==> src/rtl/fetch_stage.sv <==
// ----------------------------------------------------------------------------
// fetch_stage
//
// Instruction-fetch stage at the head of the pipeline. It owns the program
// counter, keeps at most one word read outstanding to instruction memory and
// buffers returned words in a 2-entry queue toward Decode. A taken branch
// reported by Execute redirects the PC and squashes every queued and
// in-flight instruction.
//
// Parameters
//   RESET_PC      word-aligned PC loaded at reset
//
// Ports
//   clk           rising-edge clock for all state
//   rst_n         synchronous, active-low reset
//   imem_req      read request, held until imem_rvalid
//   imem_addr     word-aligned read address, stable while imem_req=1
//   imem_rdata    read data, valid with imem_rvalid
//   imem_rvalid   one-cycle response strobe
//   instr         instruction at the head of the queue
//   instr_pc      byte address of instr
//   instr_valid   instr/instr_pc valid (gated off while branch_taken=1)
//   decode_ready  Decode consumes the head when instr_valid & decode_ready
//   branch_taken  taken branch in Execute (level; first cycle redirects)
//   branch_delta  signed byte offset of the taken branch
//   ex_pc         address of the instruction currently in Execute
// ----------------------------------------------------------------------------
module fetch_stage #(
  parameter logic [31:0] RESET_PC = 32'h0000_0000
) (
  input  logic        clk,
  input  logic        rst_n,
  output logic        imem_req,
  output logic [31:0] imem_addr,
  input  logic [31:0] imem_rdata,
  input  logic        imem_rvalid,
  output logic [31:0] instr,
  output logic [31:0] instr_pc,
  output logic        instr_valid,
  input  logic        decode_ready,
  input  logic        branch_taken,
  input  logic [31:0] branch_delta,
  input  logic [31:0] ex_pc
);

  typedef enum logic [2:0] {
    S_IDLE,
    S_WAIT,
    S_FULL,
    S_DROP,
    S_FROZEN
  } state_t;

  state_t      state_reg;
  logic [31:0] pc_reg;
  logic [31:0] imem_addr_reg;
  logic        imem_req_reg;
  logic [1:0]  count_reg;
  logic        branch_prev_reg;

  logic        redirect;
  logic [31:0] target;
  logic [31:0] pc_inc;
  logic        pop;
  logic        push;
  logic [1:0]  count_next;

  // Queue storage: entry 0 is the head and drives the outputs directly.
  logic [1:0]  q_we;
  logic [31:0] q_instr_next [2];
  logic [31:0] q_pc_next    [2];
  logic [31:0] q_instr      [2];
  logic [31:0] q_pc         [2];

  // Only the rising edge of branch_taken redirects; a held level is a freeze.
  assign redirect = branch_taken & ~branch_prev_reg;

  // Branch target relative to the Execute PC, forced to a word boundary.
  assign target = (ex_pc + 32'd8 + branch_delta) & ~32'h3;

  assign pc_inc = pc_reg + 32'd4;

  // The branch gate is combinational so Decode never sees a squashed word
  // in the cycle the branch is reported.
  assign instr_valid = (count_reg != 2'd0) & ~branch_taken;
  assign pop         = instr_valid & decode_ready;
  assign push        = (state_reg == S_WAIT) & imem_rvalid;

  always_comb begin
    count_next = count_reg;
    case ({push, pop})
      2'b10:   count_next = count_reg + 2'd1;
      2'b01:   count_next = count_reg - 2'd1;
      default: count_next = count_reg;
    endcase
  end

  // Per-entry write enables. The head only changes when a word actually
  // moves into it, so after the last pop it keeps showing the last word
  // (instr/instr_pc hold while instr_valid=0).
  always_comb begin
    q_we            = 2'b00;
    q_instr_next[0] = imem_rdata;
    q_pc_next[0]    = pc_reg;
    q_instr_next[1] = imem_rdata;
    q_pc_next[1]    = pc_reg;
    if (!redirect) begin
      if (pop) begin
        if (count_reg == 2'd2) begin
          // Tail advances to head; a same-cycle push refills the tail.
          q_we[0]         = 1'b1;
          q_instr_next[0] = q_instr[1];
          q_pc_next[0]    = q_pc[1];
          q_we[1]         = push;
        end else begin
          // Single entry leaving; a same-cycle push lands straight in head.
          q_we[0] = push;
        end
      end else if (push) begin
        if (count_reg == 2'd0) begin
          q_we[0] = 1'b1;
        end else begin
          q_we[1] = 1'b1;
        end
      end
    end
  end

  genvar gi;
  generate
    for (gi = 0; gi < 2; gi++) begin : g_entry
      logic [31:0] entry_instr_reg;
      logic [31:0] entry_pc_reg;

      always_ff @(posedge clk) begin
        if (!rst_n) begin
          entry_instr_reg <= '0;
          entry_pc_reg    <= '0;
        end else if (q_we[gi]) begin
          entry_instr_reg <= q_instr_next[gi];
          entry_pc_reg    <= q_pc_next[gi];
        end
      end

      assign q_instr[gi] = entry_instr_reg;
      assign q_pc[gi]    = entry_pc_reg;
    end
  endgenerate

  assign instr     = q_instr[0];
  assign instr_pc  = q_pc[0];
  assign imem_req  = imem_req_reg;
  assign imem_addr = imem_addr_reg;

  // Control FSM. imem_req/imem_addr are registered alongside the state so
  // they are glitch-free and the address cannot move mid-request.
  always_ff @(posedge clk) begin
    if (!rst_n) begin
      state_reg       <= S_IDLE;
      pc_reg          <= RESET_PC;
      imem_addr_reg   <= RESET_PC;
      imem_req_reg    <= 1'b0;
      count_reg       <= 2'd0;
      branch_prev_reg <= 1'b0;
    end else begin
      branch_prev_reg <= branch_taken;

      if (redirect) begin
        pc_reg    <= target;
        count_reg <= 2'd0;
        if (imem_req_reg && !imem_rvalid) begin
          // A read is still in flight: keep presenting it until its
          // response arrives, then throw that response away.
          state_reg    <= S_DROP;
          imem_req_reg <= 1'b1;
        end else begin
          state_reg    <= S_FROZEN;
          imem_req_reg <= 1'b0;
        end
      end else begin
        count_reg <= count_next;
        case (state_reg)
          S_IDLE: begin
            state_reg     <= S_WAIT;
            imem_req_reg  <= 1'b1;
            imem_addr_reg <= pc_reg;
          end

          S_WAIT: begin
            if (imem_rvalid) begin
              pc_reg <= pc_inc;
              if (count_next == 2'd2) begin
                state_reg    <= S_FULL;
                imem_req_reg <= 1'b0;
              end else begin
                // Back-to-back: next request goes out in the following cycle.
                imem_addr_reg <= pc_inc;
              end
            end
          end

          S_FULL: begin
            if (count_next != 2'd2) begin
              state_reg     <= S_WAIT;
              imem_req_reg  <= 1'b1;
              imem_addr_reg <= pc_reg;
            end
          end

          S_DROP: begin
            if (imem_rvalid) begin
              if (branch_taken) begin
                state_reg    <= S_FROZEN;
                imem_req_reg <= 1'b0;
              end else begin
                state_reg     <= S_WAIT;
                imem_req_reg  <= 1'b1;
                imem_addr_reg <= pc_reg;
              end
            end
          end

          S_FROZEN: begin
            if (!branch_taken) begin
              state_reg     <= S_WAIT;
              imem_req_reg  <= 1'b1;
              imem_addr_reg <= pc_reg;
            end
          end

          default: begin
            state_reg    <= S_IDLE;
            imem_req_reg <= 1'b0;
          end
        endcase
      end
    end
  end

endmodule

==> config.mk <==
export PLATFORM = sky130hd
export DESIGN_NAME = fetch_stage
export DESIGN_NICKNAME = d
export VERILOG_FILES = /design/src/rtl/fetch_stage.sv
export SDC_FILE = /design/constraint.sdc
export NUM_CORES = 1
export LEC_CHECK = 0
export ABC_AREA = 1
export CORE_ASPECT_RATIO = 0.8
export CORE_UTILIZATION = 40
export DETAILED_ROUTE_END_ITERATION = 10
export SLEW_MARGIN = 20
export SYNTH_ARGS = -nofsm -noshare
export SYNTH_HDL_FRONTEND = slang
export SYNTH_SLANG_ARGS = --single-unit
==> constraint.sdc <==
create_clock -name clk -period 6.6 [get_ports clk]
set_input_delay 1.32 -clock clk [delete_from_list [all_inputs] [get_ports clk]]
set_output_delay 1.32 -clock clk [all_outputs]
set_load 0.01 [all_outputs]
; After elaboration in Yosys (flattened, before gate mapping)
; Cells that the tools add are included.
[totals]
regBits = 199
in_bits = 101
output_inout_bits = 98
word_cells = 96
[classes]
n_addsub = 5
eq_ne = 18
n_mux = 41
n_bitwise = 8
reduce_logical = 13
[op_table]
columns = operator, count
row1 = $mux W32, 14
row2 = $pmux W32 S5, 1
row3 = $add A32 B3 Y32 const B, 1
row4 = $add A32 B32 Y32, 1
row5 = $add A32 B4 Y32 const B, 1
row6 = $mux W3, 8
row7 = $pmux W3 S5, 1
row8 = $mux W1, 12
row9 = $ne A3 B3 Y1 const B, 4
row10 = $ne A2 B2 Y1 const B, 5
row11 = $eq A2 B2 Y1 const B, 3
row12 = $eq A3 B2 Y1 const B, 2
row13 = $mux W2, 3
row14 = $reduce_and A6 Y1, 1
row15 = $reduce_bool A2 Y1, 3
row16 = $pmux W1 S5, 1
row17 = $reduce_and A5 Y1, 1
row18 = $reduce_bool A5 Y1, 1
row19 = $and A1 B1 Y1, 4
row20 = $not A1 Y1, 4
row21 = $pmux W2 S2, 1
row22 = $reduce_and A2 Y1, 2
row23 = $eq A3 B1 Y1 const B, 1
row24 = $eq A3 B3 Y1 const B, 1
row25 = other kinds (9), 9

; Longest topological paths before layout
; Gate-level depths: netlist of the first run.
[logic_depth]
ltp_word = 10
depth_mapped = 21
mapped_depth_nobuf = 20

; Least setup slack after synthesis of the first run
; Ideal clock, no wire load.
[synth_path]
path_type = input to register
startpoint = in imem_rvalid
endpoint = reg imem_addr_reg[11], in the netlist imem_addr[11]
setup_time_ps = 119
t_arrival_ps = 3183
required_ps = 6481
path_slack_ps = 3298
path_stages = 16
n_path_buf = 2
path_cell_list = inv_1 -> nor2_4 -> inv_2 -> clkbuf_1 -> ha_1 -> inv_1 -> nand3_1 -> xor2_1 -> inv_1 -> nor2_1 -> o21ai_1 -> nand2_1 -> inv_2 -> buf_2 -> o21ai_0 -> nor2_1
[synth_between]
elab_chain_len = 6
word_cells_on_any_way = 11
classes_between = eq/ne: 8 / mux: 1 / bitwise: 1 / reduce/logical: 1
[synth_lines]
columns = item, line_no
row1 = start: declaration, 36  ; input logic imem_rvalid,
row2 = $and A1 B1 Y1, 87  ; assign push = (state_reg == S_WAIT) & imem_rvalid;
row3 = $eq A2 B1 Y1 / $eq A2 B2 Y1 (equally long branches), 91  ; case ({push, pop})
row4 = $pmux W2 S2, 91
row5 = $ne A2 B2 Y1 / $eq A2 B2 Y1 (equally long branches), "203, 192"
row6 = $ne A2 B2 Y1 (no line), n/a
row7 = $reduce_and A6 Y1 (no line) *, n/a
row8 = end signal: assignment, 197  ; imem_addr_reg <= pc_inc;
row9 = end signal: assignment, 206  ; imem_addr_reg <= pc_reg;
row10 = end signal: assignment, 218  ; imem_addr_reg <= pc_reg;
row11 = end: declaration, 56  ; logic [31:0] imem_addr_reg;
; Mark *: on every way between the ends. The rest lies on a longest branch, timed or not.
; A chain may end at the register's enable or synchronous reset.

; Final worst setup path of the first run
[layout_path]
startpoint = in imem_rvalid
endpoint = reg imem_addr_reg[16], in the netlist imem_addr[16]
; Same word-level chain as after synthesis.

==> summary.md, run 1 <==
| Metric | Value |
|---|---|
| Status | finished, final reports clean |
| Synth Area in Simple Gates | 22.3% |
| Setup TNS Final | 0 ns |
| Routed via count | 11.2k |
| Largest net degree at the start of global routing | 125 |
| R2R setup slack | between 2 and 3 ns |
| RSZ-0062 raised after global routing | false |
| Synth Area in Adders | under 10% |
| DR pass1 iterations | 7 |
| Synth area leaders | dfxtp_1 (35%), nand2_1 (13%), o21ai_0 (10%), a21oi_1 (9.8%), ha_1 (6.9%) |
| Worst-path clk slew | 0.08 ns |
| PwrDens | 246 nW/um^2 |
| Die Area | 28200 sq um |
| Final setup vio count | 0 |
| GR Overflow Total | 0 |
| Warnings from Yosys | 0 |
| Minimum clock period | 4.01 ns |
| Worst hold path type | reg2reg |
| Routed WL | 32.8 mm |
| CTS Root Cell | clkbuf_16 |
| Starting density of the core | 41.4% |
| Final ANT Viol Nets | 0 |
| TritonCTS clock tree | done |
| CP required | 6.91 ns |
| Post-synth EDFFs | 0 |
| Area grow syn2layout | 25.3% |
| Period utilisation layout | roughly 60% |
| DRC | 0 |
| # nets final | 1961 |
| Non-Filler Cell Area, Final | 13800 sq um |
| Top sig layer | met4 |
| Max Clk Rate | 249 MHz |
| I/O pin cnt | around 200 |
| Synth async-reset ratio | 0% |
| Clock sinks | about 190 |
| Worst R2R End | imem_addr[16] |
| Mux cell area share after synthesis | 0.182% |
| Initial detailed-routing violation count | 943 |
| Distinct cell type count after synthesis | 40 |
| Fraction of layout cells with a size suffix above 1 | 3.31% |
| Sequential area share after synthesis | 34.7% |
| Area of the mapped netlist | 11000 sq um |
| DR WL met3 | 1.86 mm |
| Die Width | 188 microns |
| Hold Violations, Final | 0 |
| Clk_skew | 0.0107 ns |
| Most frequent cells after synthesis | nand2_1 (369), o21ai_0 (225), a21oi_1 (216) |
| Antenna violations before repair | 0 |
| Die height | 150 microns |
| Xor/xnor share of the synthesized area | just over 3% |
| Ys flop type | dfxtp_1 |
| Avg Inst Size Synth | 6.65 sq um |
| Vias per cell | 5.18 |
| Count leader, synth | nand2_1 |
| Worst-margin pin slew | 0.939 ns |
| Post_cts resized | 0 |
| Diode count | 0 |
| Hold_sp | pc_reg[31] |
| Crit Path Class | in2reg |
| Vias in the first global route | 10.3k |
| Crit path max fanout | 34 |
| Met1 WL | roughly 17 mm |
| Compound-Gate Fraction of Synth Area | 22.6% |
| VDD IR max | 196 uV |
| Hold depth | 2 |
| Post CTS Setup Buffer Count | 0 |
| Core box area | about 27000 sq um |
| Layout Utilization | 51.8% |
| Clock Path Buffers | 2 |
| #FFs+latches synth | 191 |
| Element type at the critical path start | primary input |
| GRT Total Usage | 23.5% |
| Drt wl/cell | 15.1 microns |
| DP Wirelength | 23.8 mm |
| Worst Reg2Reg Path Length in Cells | 18 |
| Clk_lat worst skew | 0.45 ns |
| Critical path arrival | 4.32 ns |
| Largest family of logic cells by synthesized area | compound AO/OA/AOI/OAI gates |
| Dpl cells | 2134 |
| Hold buffers post-CTS | 0 |
| Max Cap Viol | 0 |
| Routed wl met2 | 14.0 mm |
| Final GP Congestion | 0.926 |
| IO Port Bufs | just under 200 |
| Cell count after synthesis | 1657 |
| Cell taking the most area after synthesis | dfxtp_1 |
| First-pass GRT wire length | 53.1 mm |
| Row cnt | 53 |
| Synth top area share | 34.7% |
| Worst r2r src | state_reg[0] |
| Htree depth | 4 |
| Max-slew violations | 0 |
| Slew margin rel. | between 30% and 40% |
| Cell Count, Final, Fillers Out | around 2.2k |
| Hold path endpoint | pc_reg[31] |
| Worst Setup End Kind | flip-flop |
| CTS Buf Count | 17 |
| Dpl cell area | 13100 sq um |
| Leakage power | 6.31 nW |
==> power breakdown <==
| group | total [mW] | leakage [nW] | switching, mW | internal (mW) |
|---|---|---|---|---|
| Sequential | 1.34 | 1.56 | 0.0825 | 1.25 |
| Combinational | 0.920 | 4.44 | 0.540 | 0.380 |
| Clock | 1.15 | 0.310 | 0.493 | 0.653 |
==> cell type report <==
cell class | count | area [sq um]
timing repair buffer | 206 | 2070
tap | 357 | 447
multi-input combinational | 1194 | 6120
sequential | 191 | 3820
clock buffer | 18 | 439
clock inverter | 14 | 204
fill | 2679 | 12800
inverter | 188 | 706
==> routing by layer <==
metal	global-route usage, %	vias to the layer above
met4	4.76	0
met5	0	-
met1	34.1	5169
met3	4.31	20
li1	-	5733
met2	36.2	310
==> cell families (layout without fill, tap and decap cells) <==
group | after synthesis | count (layout)
fa+ha+maj | 62 | 62
flops | 191 | 191
other cells | 1 | 4
compound gates | 488 | 488
buf+inv | 275 | 426
xor+xnor | 39 | 39
mux | 2 | 2
simple gates | 599 | 599
==> per-stage QoR <==
stage	setup slack, ns	hold slack (ns)	total power [mW]
after floorplan	3.30	0.454	1.89
after global placement	2.26	0.470	2.26
after detailed placement	2.21	0.477	2.27
after CTS	2.67	0.488	3.41
after global routing	2.30	0.510	3.59
final	2.59	0.488	3.40
==> worst max path at each step <==
stage,slack [ns],from,end,depth (start not counted)
final,2.59,imem_rvalid,imem_addr[16],16
after global routing,2.30,state_reg[0],imem_addr[31],19
after CTS,2.67,imem_rvalid,imem_addr[16],16
after detailed placement,2.21,imem_rvalid,imem_addr[31],17
after global placement,2.26,imem_rvalid,imem_addr[31],17
after floorplan,3.30,imem_rvalid,imem_addr[11],16
==> worst max-delay path, cell delays in order <==
cell	delay [ns]
clkdlybuf4s50_1	0.52
inv_1	0.10
nor2_4	0.17
inv_2	0.17
ha_1	0.35
inv_1	0.04
nand3_1	0.09
xor2_1	0.15
inv_1	0.09
nor2_1	0.12
o21ai_1	0.08
nand2_1	0.07
buf_4	0.33
inv_2	0.35
o21ai_0	0.26
nor2_1	0.07
==> placed cells by master, fill, tap and decap left out, drive strengths merged, types with 18 or more instances in the layout <==
cell type      netlist  routed
nand2              370     370
xor2                34      34
clkbuf              53      18
o21ai              252     252
dfxtp              191     191
ha                  61      61
a21oi              216     216
clkdlybuf4s50        0     193
nand3               70      70
nor2               115     115
inv                187     192
nor3                24      24
Note: power is estimated with default switching activity, not from simulation.
==> run 2: changes to the inputs <==
clock period = 3.69 ns   (was 6.6 ns; I/O delays follow)
==> run 2 against run 1 <==
First-iteration DRC count is 1.3% higher. Final cell count is 0.28% higher. Global-route usage is 0.15 points higher. Non-clock buffer count is 7 higher. Core utilization is 0.22 points higher. Via count is 0.88% lower. Routed wire length is 2.0% higher. Final area is 0.43% higher. Critical path depth stayed put. Clock skew is 0.0017 ns lower. Highest routed layer unchanged. Worst setup slack worse by 1.8 ns.
==> summary.md, run 2 (synthesized netlist as in run 1, its figures left out) <==
| Metric | Value |
|---|---|
| Status | finished, final reports clean (unchanged) |
| Dpl cell area | 13300 sq um (was 13100 sq um) |
| Slew margin rel. | 36.3% (was 37.3%) |
| TritonCTS clock tree | done (unchanged) |
| Htree depth | 4 (unchanged) |
| # nets final | 1968 (was 1961) |
| Final GP Congestion | 0.913 (was 0.926) |
| I/O pin cnt | 199 (unchanged) |
| Commonest non-fill, non-tap cells in the layout | nand2_1 (368), o21ai_0 (225), a21oi_1 (216), clkdlybuf4s50_1 (193), dfxtp_1 (191) (unchanged) |
| First-pass GRT wire length | 52.7 mm (was 53.1 mm) |
| Leakage power | 6.33 nW (was 6.31 nW) |
| Antenna violations before repair | 0 (unchanged) |
| Clock Path Buffers | 2 (unchanged) |
| Minimum clock period | roughly 3 ns |
| DP Wirelength | 24.8 mm (was 23.8 mm) |
| Non-Filler Cell Area, Final | 13900 sq um (was 13800 sq um) |
| Largest net degree at the start of global routing | 123 (was 125) |
| Post CTS Setup Buffer Count | 0 (unchanged) |
| Starting density of the core | 41.4% (unchanged) |
| CTS Root Cell | clkbuf_16 (unchanged) |
| VDD IR max | 395 uV (was 196 uV) |
| Critical path arrival | 3.30 ns (was 4.32 ns) |
| Clk_skew | 0.00900 ns (was 0.0107 ns) |
| Final ANT Viol Nets | 0 (unchanged) |
| Routed WL | 33.4 mm (was 32.8 mm) |
| Dpl cells | 2143 (was 2134) |
| Crit Path Class | in2reg (unchanged) |
| Hold Violations, Final | 0 (unchanged) |
| Die Area | 28200 sq um (unchanged) |
| Internal power | 3.96 mW (was 2.29 mW) |
| PwrDens | 425 nW/um^2 (was 246 nW/um^2) |
| Core box area | 26700 sq um (unchanged) |
| IO Port Bufs | 194 (unchanged) |
| Max Cap Viol | 0 (unchanged) |
| Power share of the clock group | 30.9% (was 33.7%) |
| DR pass1 iterations | 7 (unchanged) |
| DRC | 0 (unchanged) |
| GRT Total Usage | 23.6% (was 23.5%) |
| Worst hold path type | reg2reg (unchanged) |
| Die Width | 188 microns (unchanged) |
| Worst-margin pin slew | 0.955 ns (was 0.939 ns) |
| Row cnt | 53 (unchanged) |
| Worst hold slack | 0.491 ns (was 0.488 ns) |
| CTS Buf Count | 17 (unchanged) |
| PnR Total Power | 5.89 mW (was 3.40 mW) |
| Worst Setup End Kind | flip-flop (unchanged) |
| Hold buffers post-CTS | 0 (unchanged) |
| Most common cell after layout, fill and taps aside | nand2_1 (unchanged) |
| Logic pwr share | 28.5% (was 27.1%) |
| Vias in the first global route | 9777 (was 10.3k) |
| Switch share | 32.8% (about the same) |
| Cell Count, Final, Fillers Out | 2174 (was 2168) |
| Clock sinks | 191 (unchanged) |
| Period utilisation layout | 79.7% |
| Drt wl/cell | 15.4 microns (was 15.1 microns) |
| Diode count | 0 (unchanged) |
| GR Overflow Total | 0 (unchanged) |
| CP required | 4.05 ns (was 6.91 ns) |
| Final setup vio count | 0 (unchanged) |
| Area grow syn2layout | 25.8% (was 25.3%) |
| Die height | 150 microns (unchanged) |
| Setup TNS Final | 0 ns (unchanged) |
| Post_cts resized | 0 (unchanged) |
| RSZ-0062 raised after global routing | false (unchanged) |
| Fraction of layout cells with a size suffix above 1 | 3.52% (was 3.31%) |
| Initial detailed-routing violation count | 955 (was 943) |
| Max-slew violations | 0 (unchanged) |
| Element type at the critical path start | primary input (unchanged) |
| Crit path max fanout | 18 (was 34) |
| Worst-path clk slew | 0.07 ns (was 0.08 ns) |
| Routed via count | 11.1k (was 11.2k) |
| Max Clk Rate | 340 MHz |
| Vias per cell | 5.12 (was 5.18) |
| Seq pwr share | 40.5% (was 39.3%) |
| NetSw | 1.93 mW (was 1.11 mW) |
| Clk_lat worst skew | 0.44 ns (was 0.45 ns) |
## run 2: changes by cell type in the layout (fill, tap and decap cells not counted)
cell,before,now
clkinv_2,1,5
inv_6,4,0
inv_8,1,0
bufinv_16,4,2
buf_12,0,10
buf_4,11,10
buf_16,2,0
clkbuf_1,0,2
## run 2: metrics by stage
stage | util [%] | worst slack [ns]
CTS | 52.0 | 0.771
global route | 52.0 | 0.481
detailed placement | 49.9 | 0.330
global placement | 49.9 | 0.325
finish | 52.0 | 0.750
floorplan | - | 0.970
## run 2: final timing paths
| check | startpoint | endpoint | slack [ns] | cells past startpoint |
|---|---|---|---|---|
| hold reg to reg | g_entry[1].entry_instr_reg[1] | g_entry[1].entry_instr_reg[1] | 0.49 | 2 |
| hold / removal | g_entry[1].entry_instr_reg[1] | g_entry[1].entry_instr_reg[1] | 0.49 | 2 |
| setup reg to reg | state_reg[0] | imem_addr[20] | 0.99 | 17 |
| setup / recovery | imem_rvalid | imem_addr[20] | 0.75 | 16 |
## run 2: cell type report
class                      instances  area (sq um)
clock buffer                      20           447
clock inverter                    11           118
fill                            2740         12800
inverter                         188           706
multi-input combinational       1194          6120
sequential                       191          3820
tap                              357           447
timing repair buffer             213          2210
## run 2: critical path, stage by stage
cell,delay (ns)
clkdlybuf4s50_1,0.52
inv_1,0.10
nor2_4,0.25
inv_2,0.07
ha_1,0.30
inv_1,0.06
nand3_1,0.08
xor2_1,0.14
inv_1,0.08
nor2_1,0.05
o21ai_1,0.08
nand2_1,0.09
inv_2,0.28
buf_12,0.20
o211ai_1,0.09
a21oi_1,0.13
## run 2: routing by layer
metal | wire [microns] | track usage, % | vias up
li1 | - | - | 5738
met1 | 16900 | 35.6 | 5037
met2 | 14000 | 35.0 | 335
met3 | 2230 | 3.99 | 23
met4 | 288 | 4.72 | 0
met5 | 0 | 0 | -
## run 2: power by group through the flow
stage               sequential, mW  combinational, mW  clock [mW]
floorplan                     2.45              0.930           0
global placement              2.43               1.67           0
detailed placement            2.43               1.68           0
CTS                           2.38               1.69        1.86
global route                  2.40               1.88        1.93
finish                        2.39               1.68        1.82
